<file path="src/rtl/multicycle_control_unit.sv">
// multicycle_control_unit
//   Multi-cycle sequencer for the RV32I core. Steps each instruction through
//   FETCH -> DECODE -> EXEC -> (MEM) -> (WB) and drives the datapath strobes.
//
//   Optional feature macro: MCU_ILLEGAL_TRAP_EN
//     defined   : an illegal opcode parks the unit in TRAP (trap=1) until reset
//     undefined : an illegal opcode retires as a NOP straight from DECODE
//
//   Ports
//     clk, rst        core clock, asynchronous active-high reset
//     opcode          instr[6:0] from IR (sampled in DECODE)
//     branch_taken    comparator result (used in EXEC of a branch)
//     mem_ready       memory completes the current request this cycle
//     mem_req/mem_we  memory request / write request
//     addr_sel        memory address: 0 = PC, 1 = ALU result
//     ir_load         load IR and old-PC register from fetch data
//     pc_write/pc_src PC update strobe / 0 = PC+4, 1 = ALU target
//     imm_sel         immediate format: 0=I 1=S 2=B 3=U 4=J (registered)
//     alu_src_a/b     operand selects (a: rs1/old PC, b: rs2/immediate)
//     alu_op          0=add 1=funct-decoded 2=compare 3=pass B
//     reg_write       register-file write strobe
//     wb_sel          0 = ALU, 1 = memory data, 2 = PC+4
//     trap            illegal-instruction trap
//     state           current state (debug)
//     instret         retired-instruction counter
//
//   Handshake: mem_req is raised in FETCH and MEM and held, together with
//   mem_we and addr_sel, until a cycle in which mem_ready is high; that cycle
//   completes the transfer. mem_ready is ignored whenever mem_req is low.
module multicycle_control_unit (
  input  logic        clk,
  input  logic        rst,
  input  logic [6:0]  opcode,
  input  logic        branch_taken,
  input  logic        mem_ready,
  output logic        mem_req,
  output logic        mem_we,
  output logic        addr_sel,
  output logic        ir_load,
  output logic        pc_write,
  output logic        pc_src,
  output logic [2:0]  imm_sel,
  output logic        alu_src_a,
  output logic        alu_src_b,
  output logic [1:0]  alu_op,
  output logic        reg_write,
  output logic [1:0]  wb_sel,
  output logic        trap,
  output logic [2:0]  state,
  output logic [31:0] instret
);

  typedef enum logic [2:0] {
    S_FETCH  = 3'd0,
    S_DECODE = 3'd1,
    S_EXEC   = 3'd2,
    S_MEM    = 3'd3,
    S_WB     = 3'd4
`ifdef MCU_ILLEGAL_TRAP_EN
    , S_TRAP = 3'd5
`endif
  } state_t;

  localparam logic [6:0] OPC_LOAD   = 7'b0000011;
  localparam logic [6:0] OPC_OPIMM  = 7'b0010011;
  localparam logic [6:0] OPC_STORE  = 7'b0100011;
  localparam logic [6:0] OPC_OP     = 7'b0110011;
  localparam logic [6:0] OPC_LUI    = 7'b0110111;
  localparam logic [6:0] OPC_BRANCH = 7'b1100011;
  localparam logic [6:0] OPC_JAL    = 7'b1101111;

  state_t     state_q;
  logic [6:0] opcode_q;

  function automatic logic is_legal(input logic [6:0] op);
    case (op)
      OPC_LOAD, OPC_OPIMM, OPC_STORE, OPC_OP,
      OPC_LUI, OPC_BRANCH, OPC_JAL: is_legal = 1'b1;
      default:                      is_legal = 1'b0;
    endcase
  endfunction

  // OP and illegal opcodes use no immediate; they select 0.
  function automatic logic [2:0] imm_of(input logic [6:0] op);
    case (op)
      OPC_STORE:  imm_of = 3'd1;
      OPC_BRANCH: imm_of = 3'd2;
      OPC_LUI:    imm_of = 3'd3;
      OPC_JAL:    imm_of = 3'd4;
      default:    imm_of = 3'd0;
    endcase
  endfunction

  always_ff @(posedge clk or posedge rst) begin
    if (rst) begin
      state_q  <= S_FETCH;
      opcode_q <= 7'd0;
      imm_sel  <= 3'd0;
      instret  <= 32'd0;
    end else begin
      case (state_q)
        S_FETCH: begin
          if (mem_ready) state_q <= S_DECODE;
        end
        S_DECODE: begin
          opcode_q <= opcode;
          imm_sel  <= imm_of(opcode);
          if (is_legal(opcode)) begin
            state_q <= S_EXEC;
          end else begin
`ifdef MCU_ILLEGAL_TRAP_EN
            state_q <= S_TRAP;
`else
            state_q <= S_FETCH;
            instret <= instret + 32'd1;
`endif
          end
        end
        S_EXEC: begin
          case (opcode_q)
            OPC_LOAD, OPC_STORE: state_q <= S_MEM;
            OPC_BRANCH: begin
              state_q <= S_FETCH;
              instret <= instret + 32'd1;
            end
            default: state_q <= S_WB;
          endcase
        end
        S_MEM: begin
          if (mem_ready) begin
            if (opcode_q == OPC_LOAD) begin
              state_q <= S_WB;
            end else begin
              state_q <= S_FETCH;
              instret <= instret + 32'd1;
            end
          end
        end
        S_WB: begin
          state_q <= S_FETCH;
          instret <= instret + 32'd1;
        end
`ifdef MCU_ILLEGAL_TRAP_EN
        S_TRAP: state_q <= S_TRAP;
`endif
        default: state_q <= S_FETCH;
      endcase
    end
  end

  assign state = state_q;

  // Strobes are decoded from the current state and the latched opcode; the
  // whole decode is gated off while rst is high so nothing leaks during reset.
  always_comb begin
    mem_req   = 1'b0;
    mem_we    = 1'b0;
    addr_sel  = 1'b0;
    ir_load   = 1'b0;
    pc_write  = 1'b0;
    pc_src    = 1'b0;
    alu_src_a = 1'b0;
    alu_src_b = 1'b0;
    alu_op    = 2'd0;
    reg_write = 1'b0;
    wb_sel    = 2'd0;
    trap      = 1'b0;
    if (!rst) begin
      case (state_q)
        S_FETCH: begin
          mem_req = 1'b1;
          if (mem_ready) begin
            ir_load  = 1'b1;
            pc_write = 1'b1;
          end
        end
        S_EXEC: begin
          case (opcode_q)
            OPC_LOAD, OPC_STORE: alu_src_b = 1'b1;
            OPC_OP:              alu_op = 2'd1;
            OPC_OPIMM: begin
              alu_op    = 2'd1;
              alu_src_b = 1'b1;
            end
            OPC_LUI: begin
              alu_op    = 2'd3;
              alu_src_b = 1'b1;
            end
            OPC_BRANCH: begin
              alu_src_a = 1'b1;
              alu_src_b = 1'b1;
              if (branch_taken) begin
                pc_write = 1'b1;
                pc_src   = 1'b1;
              end
            end
            OPC_JAL: begin
              // Jump target old PC + J-imm comes from the ALU, like a taken branch.
              alu_src_a = 1'b1;
              alu_src_b = 1'b1;
              pc_write  = 1'b1;
              pc_src    = 1'b1;
            end
            default: ;
          endcase
        end
        S_MEM: begin
          mem_req  = 1'b1;
          addr_sel = 1'b1;
          mem_we   = (opcode_q == OPC_STORE);
        end
        S_WB: begin
          reg_write = 1'b1;
          if (opcode_q == OPC_LOAD)     wb_sel = 2'd1;
          else if (opcode_q == OPC_JAL) wb_sel = 2'd2;
        end
`ifdef MCU_ILLEGAL_TRAP_EN
        S_TRAP: trap = 1'b1;
`endif
        default: ;
      endcase
    end
  end

endmodule

</file>
<file path="config.mk">
export PLATFORM = sky130hd
export DESIGN_NAME = multicycle_control_unit
export DESIGN_NICKNAME = d
export VERILOG_FILES = /design/src/rtl/multicycle_control_unit.sv
export SDC_FILE = /design/constraint.sdc
export NUM_CORES = 1
export LEC_CHECK = 0
export ABC_AREA = 1
export CORE_ASPECT_RATIO = 2
export CORE_MARGIN = 2
export CORE_UTILIZATION = 25
export CTS_CLUSTER_SIZE = 20
export DETAILED_ROUTE_END_ITERATION = 10
export GPL_ROUTABILITY_DRIVEN = 0
export SLEW_MARGIN = 25
export SYNTH_ARGS = -nofsm -noshare
export SYNTH_HDL_FRONTEND = slang
export SYNTH_SLANG_ARGS = --single-unit
</file>
<file path="constraint.sdc">
create_clock -name clk -period 2.5 [get_ports clk]
set_input_delay 0.5 -clock clk [delete_from_list [all_inputs] [get_ports clk]]
set_output_delay 0.5 -clock clk [all_outputs]
set_load 0.03 [all_outputs]
</file>
==> impl_metrics.json <==
{
  "worstRegToRegCells": 10,
  "drt-pass1-iter-count": 5,
  "fp.dieArea_mm2": 0.0133,
  "path_class": "reg -> out",
  "synthCells": 477,
  "placement.setup.worst_slack_ps": 49.0,
  "synthesis.nets": 489,
  "io_pins": 63,
  "start_util": 0.254,
  "route.detailed.drc": 0,
  "final_cell_mix": "nand2_1 (231), nor2_1 (68), clkdlybuf4s50_1 (51)",
  "cts_tree": "done",
  "dpl_cell_area_mm2": 0.00382,
  "endpoint_kind": "output pin",
  "floorplan.die.width_um": 82.5,
  "synthFlopType": "dfrtp_1",
  "drt-total-wl_mm": 8.83,
  "fp-row-count": 57,
  "critical_path.max_fanout": 6,
  "ctsRootBufferMaster": "clkbuf_16",
  "synth_warnings": 0,
  "final_hold_viol_count": 0,
  "detailed_place_hpwl_mm": 6.93,
  "layout.cells.most_common": "nand2_1",
  "outcome": "finished clean",
  "final_min_period_over_clock_period": 0.955,
  "clock_latency_ps": 290,
  "grt_pass1_vias": 3166,
  "setup_violations": 0,
  "fin_area_mm2": 0.00400,
  "critPathBufInv": 2,
  "antenna-diode-count": 0,
  "grt_first_pass_wirelength_mm": 14.5,
  "clk_pin_slew_ps": 70,
  "final.setup.tns_ps": 0,
  "numCtsBuffers": 5,
  "critical_path_arrival_ps": 1890,
  "area_growth_syn_to_layout_pct": 29.9,
  "synth_edf_count": 0,
  "place.detailed.instances": 682,
  "drv_cap": 0,
  "pwr_density_cell_mw_per_mm2": 543,
  "drt-initial-drc-count": 97,
  "port-buffer-count": 61,
  "power.static_leakage_nw": 1.92,
  "grt_setup_unrepaired": "no",
  "finish.utilization": 0.330,
  "worst_hold_path_class": "reg -> reg",
  "hold-path-cell-count": 2,
  "globalRoute.totalOverflow": 0,
  "cp_num_cells": 4,
  "crit_path_max_incr_delay_ps": 700,
  "synth_sequential_area_ratio": 0.365,
  "route.detailed.wl_per_inst_um": 12.8,
  "ys_types": 28,
  "required_ps": 2000,
  "via_per_inst": 4.53,
  "post_layout_min_period_ps": 2390,
  "final_cells": 690,
  "startpoint_type": "flop",
  "via_count": 3124,
  "worst_pin_slew_ps": 718,
  "timing.critical_path.max_delay_family": "buffers and inverters",
  "drtAntennaViolNets": 0,
  "postSynth.asyncResetShare": 1.00,
  "post_route_cells_drive_above_1_share": 0.0902,
  "synth-seq-cells": 45,
  "htree_num_levels": 2,
  "post_cts_buffers": 0,
  "maximum_number_of_pins_on_one_net_before_global_route_repair": 46,
  "synth.cell_area_mm2": 0.00308,
  "design.core.area_mm2": 0.0121,
  "global_route.usage.total": 0.140,
  "slew_violations": 0,
  "worst_ir_drop_vdd_mv": 0.304,
  "max-clock-path-buffers": 2,
  "max-slew-margin-rel": 0.520,
  "critical_path_cell_by_cell": "inv_2 -> nand3_2 -> a21oi_1 -> clkdlybuf4s50_1",
  "final_critical_path_setup_slack_ps": 113,
  "antenna_violations_before_repair": 0,
  "max_freq_mhz": 419,
  "dieHeight_um": 161,
  "num-nets-final": 554,
  "clock_sinks": 45,
  "fill_cells": 1339,
  "worst_path_max_delay_cell": "clkdlybuf4s50_1",
  "worst_clock_skew_ps": 7.16,
  "average_cell_area_after_synthesis_um2": 6.46
}
stage by stage:
step | power, W | hold slack [ps]
finish | 0.00217 | 485
global route | 0.00228 | 516
CTS | 0.00221 | 496
detailed placement | 0.00132 | 478
global placement | 0.00130 | 471
floorplan | 0.00117 | 464
sequential cells by signal, summed over array words and instances, names as in the netlist:
name	cells
imm_sel	3
instret	32
state	3
opcode_q	7
kinds of logic (layout without fill, tap and decap cells):
logic type,count (synthesis),in the layout,synth area share
buffers and inverters,43,109,0.0711
other,1,1,0.00122
AND/OR/NAND/NOR,357,357,0.488
AO/OA/AOI/OAI,15,15,0.0272
flip-flops,45,45,0.365
adder cells (fa/ha/maj),1,1,0.00406
XOR/XNOR,15,15,0.0426
repair_timing:
action / CTS / global route
endpoints found under the setup margin: 2 / 1
resized for setup: 2 / 2
pin swaps: 0 / 0
hold buffers: 0 / 0
routing by layer:
metal  vias to the layer above  GRT usage  routed length (um)
met5                         -          0                   0
met4                         0     0.0805                 367
met3                        26     0.0229                 289
met2                        80      0.272                5040
met1                      1423      0.129                3130
li1                       1595          -                   -
area by class of cell:
type	count	area, um2	share of cell area
clock buffers	5	125	0.0313
clock inverters	3	68.8	0.0172
flip-flops and latches	45	1130	0.281
multi-input cells	389	1740	0.434
inverters	34	131	0.0328
repair buffers	67	629	0.157
well taps	147	184	0.0459
where the power goes:
part	internal, W	switching (W)
clock	0.000577	0.000298
sequential	0.000785	0.0000705
combinational	0.000156	0.000287
total	0.00152	0.000655
worst reg2reg max path, cell delays in order, from the launching register on:
cell and delay, ps:
dfrtp_1 420, ha_1 210, nand2_1 100, nor2_1 400
inv_1 80, nor2_1 320, nand2_1 90, nand2_1 60
nand2_1 50, nand2_1 60, nand2_1 50
cells in the mapped netlist, types with 4 or more instances:
cell / n / area (um2)
nand3b_1: 13 / 97.6
nand2_2: 11 / 68.8
buf_6: 5 / 56.3
inv_1: 31 / 116
nand4_1: 5 / 31.3
xnor2_1: 4 / 35.0
xor2_1: 11 / 96.3
a21oi_1: 5 / 25.0
o21ai_0: 7 / 35.0
nor2_1: 68 / 255
nand3_1: 14 / 70.1
dfrtp_1: 45 / 1130
nand2_1: 232 / 871
worst paths after layout:
path	end	startpoint	slack, ps
setup reg to reg	instret[28]	instret[0]	540
hold reg to reg	imm_sel[1]	imm_sel[1]	490
hold / removal	imm_sel[1]	imm_sel[1]	490
setup / recovery	mem_req	state[2]	110
min in group asynchronous	opcode_q[5]	rst	990
max in group asynchronous	instret[25]	rst	1110
Note: power is estimated with default switching activity, not from simulation.
